### config.mk
export PLATFORM = sky130hd
export DESIGN_NAME = cr_kme_drbg_seed_mgr
export DESIGN_NICKNAME = d
export VERILOG_FILES = /design/src/rtl/cr_kme_drbg_seed_mgr.sv
export SDC_FILE = /design/constraint.sdc
export NUM_CORES = 1
export LEC_CHECK = 0
export BUFFER_PORTS_ARGS = -buffer_cell sky130_fd_sc_hd__buf_2
export CAP_MARGIN = 20
export CORE_AREA = 2 2 512 514
export CTS_BUF_LIST = sky130_fd_sc_hd__clkbuf_2
export DETAILED_ROUTE_END_ITERATION = 16
export DIE_AREA = 0 0 514 516
export SETUP_SLACK_MARGIN = 0.3
export SLEW_MARGIN = 15
export SYNTH_ARGS = -nofsm -noshare
export SYNTH_HDL_FRONTEND = slang
export SYNTH_SLANG_ARGS = --single-unit
### constraint.sdc
create_clock -name clk -period 4.24 [get_ports clk]
set_clock_uncertainty 0.15 [all_clocks]
set_input_delay 0.848 -clock clk [delete_from_list [all_inputs] [get_ports clk]]
set_output_delay 0.848 -clock clk [all_outputs]
set_load 0.05 [all_outputs]
### src/rtl/cr_kme_drbg_seed_mgr.sv
// rtl/cr_kme_drbg_seed_mgr.sv - DRBG seed-slot manager: per-slot valid, use counting, auto-expiry, req/ack serving
module cr_kme_drbg_seed_mgr #(
    parameter int          NUM_SEEDS = 2,
    parameter int          KEY_W     = 256,
    parameter int          VAL_W     = 128,
    parameter int          RI_W      = 48,
    parameter logic [10:0] CTRL_ADDR = 11'h308,
    parameter logic [10:0] STAT_ADDR = 11'h30C,
    parameter int          SEL_W     = 3
) (
    input  logic                       clk,
    input  logic                       rst_n,
    input  logic                       wr_stb,
    input  logic [31:0]                wr_data,
    input  logic [10:0]                reg_addr,
    input  logic [NUM_SEEDS*KEY_W-1:0] seed_key_in,
    input  logic [NUM_SEEDS*VAL_W-1:0] seed_val_in,
    input  logic [NUM_SEEDS*RI_W-1:0]  seed_ri_in,
    input  logic [NUM_SEEDS-1:0]       seed_invalidate,
    input  logic                       gen_req,
    input  logic [SEL_W-1:0]           gen_sel,
    output logic                       gen_ack,
    output logic                       gen_err,
    output logic [KEY_W-1:0]           gen_key,
    output logic [VAL_W-1:0]           gen_val,
    output logic [NUM_SEEDS-1:0]       seed_valid,
    output logic [NUM_SEEDS-1:0]       expired_status,
    output logic                       set_drbg_expired_int
);

    typedef enum logic {IDLE, RESP} state_t;

    state_t                 state, state_nxt;
    logic                   accept;
    logic                   ctrl_wr, stat_wr;
    logic [NUM_SEEDS-1:0]   good, expire, fall;
    logic [RI_W-1:0]        cnt     [NUM_SEEDS];
    logic [RI_W:0]          cnt_inc [NUM_SEEDS];
    logic [RI_W-1:0]        ri_i;
    logic [KEY_W-1:0]       key_mux;
    logic [VAL_W-1:0]       val_mux;
    logic                   unused_wr;

    assign unused_wr = ^wr_data;

    always_ff @(posedge clk) begin
        if (!rst_n) state <= IDLE;
        else        state <= state_nxt;
    end

    // RESP always returns to IDLE, so requests are taken at most every other cycle
    always_comb begin
        state_nxt = state;
        accept    = 1'b0;
        case (state)
            IDLE: if (gen_req) begin
                accept    = 1'b1;
                state_nxt = RESP;
            end
            RESP:    state_nxt = IDLE;
            default: state_nxt = IDLE;
        endcase
    end

    always_comb begin
        ctrl_wr = wr_stb && (reg_addr == CTRL_ADDR);
        stat_wr = wr_stb && (reg_addr == STAT_ADDR);
        key_mux = '0;
        val_mux = '0;
        ri_i    = '0;
        for (int i = 0; i < NUM_SEEDS; i++) begin
            // Out-of-range selects match no slot and therefore produce an error
            good[i]    = accept && (gen_sel == SEL_W'(i)) && seed_valid[i] && !seed_invalidate[i];
            ri_i       = seed_ri_in[i*RI_W +: RI_W];
            cnt_inc[i] = {1'b0, cnt[i]} + {{RI_W{1'b0}}, 1'b1};
            expire[i]  = good[i] && (ri_i != '0) && (cnt_inc[i] == {1'b0, ri_i});
            fall[i]    = seed_valid[i] && (seed_invalidate[i] || expire[i]);
            key_mux    = key_mux | (good[i] ? seed_key_in[i*KEY_W +: KEY_W] : '0);
            val_mux    = val_mux | (good[i] ? seed_val_in[i*VAL_W +: VAL_W] : '0);
        end
    end

    always_ff @(posedge clk) begin
        if (!rst_n) begin
            seed_valid           <= '0;
            expired_status       <= '0;
            set_drbg_expired_int <= 1'b0;
            for (int i = 0; i < NUM_SEEDS; i++) cnt[i] <= '0;
        end else begin
            for (int i = 0; i < NUM_SEEDS; i++) begin
                if (seed_invalidate[i] || expire[i]) seed_valid[i] <= 1'b0;
                else if (ctrl_wr)                    seed_valid[i] <= wr_data[i];

                if (ctrl_wr && wr_data[i])  cnt[i] <= '0;
                else if (good[i])           cnt[i] <= cnt_inc[i][RI_W] ? cnt[i] : cnt_inc[i][RI_W-1:0];
            end
            // A new expiry in the same cycle as a W1C keeps the flag set
            expired_status       <= (expired_status & ~(stat_wr ? wr_data[NUM_SEEDS-1:0] : '0)) | fall;
            set_drbg_expired_int <= |fall;
        end
    end

    always_ff @(posedge clk) begin
        if (!rst_n) begin
            gen_ack <= 1'b0;
            gen_err <= 1'b0;
            gen_key <= '0;
            gen_val <= '0;
        end else begin
            gen_ack <= accept;
            gen_err <= accept && !(|good);
            gen_key <= key_mux;
            gen_val <= val_mux;
        end
    end

endmodule

==> results of run 1 <==
[per-stage QoR]
step / instances / setup WS (ns) / hold slack (ns) / util (%) / cell area (um2)
floorplan: 2302 / 0.512 / 0.453 / - / 21500
global placement: 6873 / 0.524 / 0.321 / 12.4 / 32200
detailed placement: 6873 / 0.529 / 0.322 / 12.4 / 32200
[synthesized netlist by cell type, drive strengths merged, types with 8 or more instances]
library cell	n
nor2	526
dfxtp	391
a22oi	385
clkbuf	146
xnor2	109
edfxtp	96
nor4	70
nand4	66
nand2	65
nand3	64
xor2	56
nor3	43
buf	31
and3	26
o21ai	20
inv	19
and4	16
a21oi	13
nor2b	11
a31oi	10
or3	10
nor3b	9
a32oi	8
and2	8
nor4b	8
[kinds of logic after synthesis]
| kind of cell | share of synthesized area (%) |
|---|---|
| simple gates | 21.9 |
| compound gates | 17.0 |
| fa+ha+maj | 0.116 |
| flops | 49.8 |
| mux | 0.285 |
| xor+xnor | 7.26 |
| buf+inv | 3.60 |
==> flow_metrics.env, run 1 <==
export IMPL_synthArstFlopShare_pct=0
export IMPL_error_line="[ERROR RSZ-0060] Max buffer count reached."
export IMPL_yosys_area_top_type="dfxtp_1"
export IMPL_syn_num_nets=3220
export IMPL_ios=1307
export IMPL_ys_types=80
export IMPL_h_tree_depth=4
export IMPL_place_hpwl_um=205000
export IMPL_num_rows=187
export IMPL_cts_buffers=157
export IMPL_die_w_um=514
export IMPL_die_h_um=516
export IMPL_cts_hold_buffers=1431
export IMPL_status="aborted with a tool error"
export IMPL_clockBufferDepth=4
export IMPL_post_cts_buffers=0
export IMPL_cts_sinks=487
export IMPL_synth_edf_count=96
export IMPL_port_buffers=1276
export IMPL_syn_inst=2302
export IMPL_synth_warnings=0
export IMPL_cts_resized=1
export IMPL_yosysTopAreaCellShare_pct=36.4
export IMPL_yosysSeqAreaShare_pct=49.8
export IMPL_place_gp_congestion=0.971
export IMPL_synth_area_top_cells="dfxtp_1, a22oi_1, edfxtp_1"
export IMPL_syn_area_um2=21500
export IMPL_synth_seq_cells=487
export IMPL_initial_core_util_pct=8.29
export IMPL_lastStage="clock tree synthesis"
export IMPL_clock_root_buffer="clkbuf_2"
export IMPL_synth_ff_type="dfxtp_1"
export IMPL_syn_area_per_cell_um2=9.33
==> inputs of run 2 (changes only) <==
--- a/config.mk
+++ b/config.mk
@@ -7,11 +7,10 @@
 export LEC_CHECK = 0
 export BUFFER_PORTS_ARGS = -buffer_cell sky130_fd_sc_hd__buf_2
 export CAP_MARGIN = 20
-export CORE_AREA = 2 2 512 514
-export CTS_BUF_LIST = sky130_fd_sc_hd__clkbuf_2
+export CORE_AREA = 2 2 516 518
 export DETAILED_ROUTE_END_ITERATION = 16
-export DIE_AREA = 0 0 514 516
-export SETUP_SLACK_MARGIN = 0.3
+export DIE_AREA = 0 0 518 520
+export PLACE_DENSITY_LB_ADDON = 0.15
 export SLEW_MARGIN = 15
 export SYNTH_ARGS = -nofsm -noshare
 export SYNTH_HDL_FRONTEND = slang
==> constraint.sdc (replaced) <==
create_clock -name clk -period 5.5 [get_ports clk]
set_clock_uncertainty 0.15 [all_clocks]
set_input_delay 1.1 -clock clk [delete_from_list [all_inputs] [get_ports clk]]
set_output_delay 1.1 -clock clk [all_outputs]
set_load 0.05 [all_outputs]
==> run 2 against run 1 <==
  * The run now ends clean
  * Synthesized cell count unchanged
  * Synthesized area unchanged
==> flow_metrics.env, run 2 <==
export IMPL_drc=0
export IMPL_grt_max_degree=118
export IMPL_cts_tree="yes"
export IMPL_fillers=30666
export IMPL_vias_per_cell=3.36
export IMPL_die_h_um=520
export IMPL_place_hpwl_um=171000
export IMPL_largest_register_ffs=256
export IMPL_cp_end_kind="flip-flop"
export IMPL_overflow=0
export IMPL_grt_util_met1_pct=13.6
export IMPL_drv_cap=0
export IMPL_slew_headroom_pct=27.6
export IMPL_rsz0062_at_grt="false"
export IMPL_path_clk_slew_ns=0.05
export IMPL_p_leak_nw=13.8
export IMPL_top_register="gen_key"
export IMPL_cts_hold_buffers=0
export IMPL_syn_inst=2302
export IMPL_h_tree_depth=3
export IMPL_synthArstFlopShare_pct=0
export IMPL_drtIter0Drc=1503
export IMPL_setup_viol=0
export IMPL_multi_input_area_um2=10000
export IMPL_critPathMaxFanout=7
export IMPL_grt_pass1_wl_um=253000
export IMPL_fin_cells=7242
export IMPL_port_buffers=1276
export IMPL_synth_area_top_cells="dfxtp_1, a22oi_1, edfxtp_1"
export IMPL_layout_commonest_cell="buf_2"
export IMPL_clockBufferDepth=3
export IMPL_wl_per_cell_um=27.8
export IMPL_startpoint_type="flip-flop"
export IMPL_synth_warnings=0
export IMPL_path_buf_inv=0
export IMPL_drive_gt1_share_pct=41.1
export IMPL_synth_compound_area_share_pct=17.0
export IMPL_met3_usage_pct=6.71
export IMPL_critPathArrivalTime_ns=4.55
export IMPL_first_global_vias=24685
export IMPL_routed_wl_um=201000
export IMPL_yosys_area_top_type="dfxtp_1"
export IMPL_yosysTopAreaCellShare_pct=36.4
export IMPL_max_stage_delay_ns=0.66
export IMPL_synth_edf_count=96
export IMPL_worst_pin_slew_ns=1.09
export IMPL_dp_cells=6967
export IMPL_num_rows=189
export IMPL_most_common_layout_cells="buf_2, nor2_1, dfxtp_1, a22oi_1, xnor2_1"
export IMPL_clock_latency_ns=0.71
export IMPL_finalNetCount=4433
export IMPL_fp_coreArea_um2=264000
export IMPL_synth_top_family_by_area="simple AND/OR/NAND/NOR gates"
export IMPL_cp_required_ns=5.96
export IMPL_cp_num_cells=9
export IMPL_synth_simple_area_share_pct=21.9
export IMPL_final_max_slew_violation_count=0
export IMPL_synth_ff_type="dfxtp_1"
export IMPL_crit_chain="nand4_2 > nor4_1 > nand4b_1 > xor3_1 > o221ai_1 > or4_1 > nor4_2 > a32oi_1 > a31oi_1"
export IMPL_total_power_w=0.00955
export IMPL_use_met2_pct=26.1
export IMPL_syn_area_um2=21500
export IMPL_clock_root_buffer="clkbuf_16"
export IMPL_post_route_period_util_pct=74.4
export IMPL_cts_sinks=487
export IMPL_critPathSlowestCell="nor4_1"
export IMPL_vdd_ir_drop_max_mv=0.202
export IMPL_place_gp_congestion=0.892
export IMPL_synth_most_common_cell="nor2_1"
export IMPL_tns_ns=0
export IMPL_path_delay_family="simple AND/OR/NAND/NOR gates"
export IMPL_synth_adder_area_share_pct=0.116
export IMPL_firstDrtPassIters=6
export IMPL_crit_type="flip-flop to flip-flop"
export IMPL_ios=1307
export IMPL_ys_types=80
export IMPL_syn_num_nets=3220
export IMPL_hold_viol=0
export IMPL_status="finished clean"
export IMPL_antenna_left=0
export IMPL_die_area_um2=269000
export IMPL_yosysSeqAreaShare_pct=49.8
export IMPL_initial_core_util_pct=8.14
export IMPL_r2r_cells=9
export IMPL_die_w_um=518
export IMPL_antenna_found_initial=181
export IMPL_seqCellArea_um2=10700
export IMPL_post_cts_buffers=0
export IMPL_hold_depth=2
export IMPL_cts_buffers=79
export IMPL_synth_xor_area_share_pct=7.26
export IMPL_num_vias=24309
export IMPL_syn_area_per_cell_um2=9.33
export IMPL_synthTopCellsByCount="nor2_1, dfxtp_1, a22oi_1"
export IMPL_power_density_nw_per_um2=274
export IMPL_cts_resized=0
export IMPL_grt_busiest_layer="met2"
export IMPL_synth_mux_area_share_pct=0.285
export IMPL_max_freq_ghz=0.245
export IMPL_hold_path_class="flip-flop to flip-flop"
export IMPL_reg_largest_list="gen_key x256, gen_val x128, cnt x96"
export IMPL_final_core_util_pct=13.2
export IMPL_min_period_ns=4.09
export IMPL_syn_to_final_growth_pct=62.3
export IMPL_grt_total_usage_pct=14.4
export IMPL_synth_seq_cells=487
## run 2: cell counts after synthesis
Identical to the previous run, type by type.
## run 2: kinds of logic after synthesis
logic type / after synthesis
and+or+nand+nor: 950
adders and majority gates: 2
xor gates and xnor gates: 170
buffers and inverters: 196
AOI/OAI and AO/OA: 491
DFF: 487
muxes: 6
## run 2: stage by stage
stage | worst slack (ns) | area [um2] | hold slack (ns)
2_1_floorplan | 1.51 | 21500 | 0.453
5_1_grt | 1.19 | 34800 | 0.361
3_5_place_dp | 1.13 | 32000 | 0.312
3_3_place_gp | 1.13 | 32000 | 0.307
6_report | 1.41 | 34900 | 0.324
4_1_cts | 1.36 | 34500 | 0.327
## run 2: path summary, 6_finish.rpt
kind	from	to	slack, ns
setup / recovery	cnt[1][13]	set_drbg_expired_int	1.41
hold / removal	expired_status[1]	expired_status[1]	0.32
setup reg to reg	cnt[1][13]	set_drbg_expired_int	1.41
hold reg to reg	expired_status[1]	expired_status[1]	0.32
## run 2: power by group
part / switching [W] / total [W] / internal (W)
Combinational: 0.000356 / 0.000669 / 0.000313
Clock: 0.00215 / 0.00517 / 0.00302
Sequential: 0.0000488 / 0.00371 / 0.00366
## run 2: layer usage
layer	routed length (um)	vias to the layer above
li1	-	11035
met1	66700	11571
met2	103000	1255
met3	20600	408
met4	10200	40
met5	260	-
## run 2: final cells by class
| cell class | count | area share [%] |
|---|---|---|
| sequential | 487 | 30.7 |
| timing repair buffer | 1309 | 19.3 |
| multi-input combinational | 1619 | 28.8 |
| tap | 3533 | 12.7 |
| clock buffer | 110 | 6.26 |
| clock inverter | 32 | 1.06 |
| inverter | 19 | 0.226 |
| antenna | 133 | 0.954 |
## run 2: worst min-delay path: stages (launching register included)
cell and delay (ns):
dfxtp_1 0.31, nand2_1 0.05, a21oi_1 0.06
(Power assumes the default switching activity.)
==> inputs of run 3 (changes only) <==
==> constraint.sdc (replaced) <==
create_clock -name clk -period 3.74 [get_ports clk]
set_clock_uncertainty 0.15 [all_clocks]
set_input_delay 0.748 -clock clk [delete_from_list [all_inputs] [get_ports clk]]
set_output_delay 0.748 -clock clk [all_outputs]
set_load 0.05 [all_outputs]
==> run 3 against run 2 <==
  * Global-route usage decreased by 0.089 points
  * First-iteration DRC count shrank 3.7%
  * Count of clock-buffer cells in the layout decreased by 7
  * Non-clock buffer count is 166 higher
  * Hold slack lost 0.20 ns
  * Register-to-register slack worse by 1.1 ns
  * Power up 45%
  * Flip-flop and latch count did not move
  * Critical endpoint unchanged
  * Largest power group unchanged
==> flow_metrics.env, run 3 (synthesis results as in run 2) <==
export IMPL_post_route_period_util_pct=92.8
export IMPL_path_clk_slew_ns=0.06
export IMPL_power_density_nw_per_um2=384
export IMPL_seqPwrFrac_pct=39.3
export IMPL_tns_ns=0
export IMPL_max_freq_ghz=0.288
export IMPL_crit_type="flip-flop to flip-flop"
export IMPL_critPathMaxFanout=9
export IMPL_port_buffers=1276
export IMPL_antenna_found_initial=191
export IMPL_die_h_um=520
export IMPL_swShare_pct=26.9
export IMPL_pre_cts_slack_ns=-0.0182
export IMPL_dp_cells=7133
export IMPL_reg_largest_list="gen_key x256, gen_val x128, cnt x96"
export IMPL_layout_commonest_cell="buf_2"
export IMPL_total_power_w=0.0138
export IMPL_drive_gt1_share_pct=44.0
export IMPL_p_leak_nw=14.6
export IMPL_critPathArrivalTime_ns=3.95
export IMPL_h_tree_depth=3
export IMPL_slew_headroom_pct=44.6
export IMPL_firstDrtPassIters=5
export IMPL_drc=0
export IMPL_place_hpwl_um=171000
export IMPL_ios=1307
export IMPL_cts_buffers=74
export IMPL_setup_ws_ns=0.268
export IMPL_wl_per_cell_um=27.1
export IMPL_finalNetCount=4594
export IMPL_cts_tree="yes"
export IMPL_syn_to_final_growth_pct=67.8
export IMPL_cts_sinks=487
export IMPL_fin_cells=7347
export IMPL_clockBufferDepth=3
export IMPL_initial_core_util_pct=8.14
export IMPL_antenna_left=0
export IMPL_fillers=30726
export IMPL_cp_end_kind="flip-flop"
export IMPL_worst_pin_slew_ns=0.832
export IMPL_clock_latency_ns=0.70
export IMPL_die_w_um=518
export IMPL_fp_coreArea_um2=264000
export IMPL_top_register="gen_key"
export IMPL_grt_pass1_wl_um=254000
export IMPL_routed_wl_um=199000
export IMPL_hold_path_class="input pin to flip-flop"
export IMPL_internal_power_w=0.0101
export IMPL_overflow=0
export IMPL_startpoint_type="flip-flop"
export IMPL_largest_register_ffs=256
export IMPL_final_max_slew_violation_count=0
export IMPL_power_share_combinational_pct=7.8
export IMPL_cp_required_ns=4.22
export IMPL_p_sw_w=0.00372
export IMPL_most_common_layout_cells="buf_2, nor2_1, dfxtp_1, a22oi_1, buf_4"
export IMPL_min_period_ns=3.47
export IMPL_drv_cap=0
export IMPL_p_clk_share_pct=52.9
export IMPL_grt_total_usage_pct=14.3
export IMPL_num_rows=189
export IMPL_die_area_um2=269000
export IMPL_setup_viol=0
export IMPL_first_global_vias=25553
export IMPL_drtIter0Drc=1447
export IMPL_num_vias=24760
export IMPL_vias_per_cell=3.37
export IMPL_hold_viol=0
export IMPL_cts_hold_buffers=0
export IMPL_place_gp_congestion=0.902
export IMPL_status="finished clean"
export IMPL_vdd_ir_drop_max_mv=0.294
export IMPL_clock_root_buffer="clkbuf_16"
export IMPL_grt_max_degree=92
run 3: cell types whose count changed in the layout (fill, tap and decap cells not counted), moves of 3 or more:
cell	change
buf_12	+8
buf_4	+158
clkbuf_1	-6
clkbuf_16	-5
clkbuf_8	+4
clkinv_4	-3
clkinvlp_4	+3
diode_2	-50
inv_6	-3
nor4_1	-3
nor4_2	+3
run 3: final timing paths:
kind | startpoint | to | slack (ns) | cells after the start
worst max register to register | cnt[1][1] | set_drbg_expired_int | 0.27 | 12
worst min register to register | expired_status[1] | expired_status[1] | 0.32 | 2
worst max-delay path | cnt[1][1] | set_drbg_expired_int | 0.27 | 12
worst min-delay path | seed_key_in[268] | gen_key[12] | 0.12 | 3
run 3: critical path: stages, from the launching register on:
cell,delay (ns)
edfxtp_1,0.37
ha_1,0.19
buf_4,0.13
and2_1,0.23
nand4_2,0.32
o31a_1,0.38
o21bai_1,0.16
o2111ai_1,0.19
a2111o_1,0.46
nor4_2,0.33
buf_4,0.17
a32oi_1,0.12
a31oi_1,0.19
run 3: repair_timing:
item                       4_1_cts  5_1_grt
buffers inserted                 0        0
resized for setup                0        7
setup endpoints to repair        0        4
run 3: per-stage QoR:
stage	utilization, %	cell area, um2	hold WS [ns]
final	13.7	36000	0.120
after global routing	13.6	35900	0.0775
after CTS	13.6	35800	0.00946
after detailed placement	12.6	33300	0.316
after global placement	12.6	33300	0.311
after floorplan	-	21500	0.453
run 3: power groups by stage:
stage | clock (W) | sequential [W] | combinational (W)
global placement | 0 | 0.00555 | 0.00109
global route | 0.00786 | 0.00544 | 0.00116
floorplan | 0 | 0.00554 | 0.000285
CTS | 0.00774 | 0.00544 | 0.00109
detailed placement | 0 | 0.00555 | 0.00109
finish | 0.00733 | 0.00544 | 0.00108
run 3: layer usage:
metal	vias up	wire [um]	GRT usage, %
met1	11837	65300	13.5
met5	-	147	0
met2	1207	110000	28.2
li1	11276	-	-
met4	24	7450	5.04
met3	416	16300	4.72
run 3: layout make-up:
cell class	instances	area [um2]	share of cell area (%)
Timing Repair Buffer	1475	8090	22.5
Tap cell	3533	4420	12.3
Sequential cell	487	10700	29.7
Antenna cell	83	208	0.576
Clock buffer	103	2090	5.80
Multi-Input combinational cell	1619	10100	27.9
Inverter	19	78.8	0.219
Clock inverter	28	387	1.07
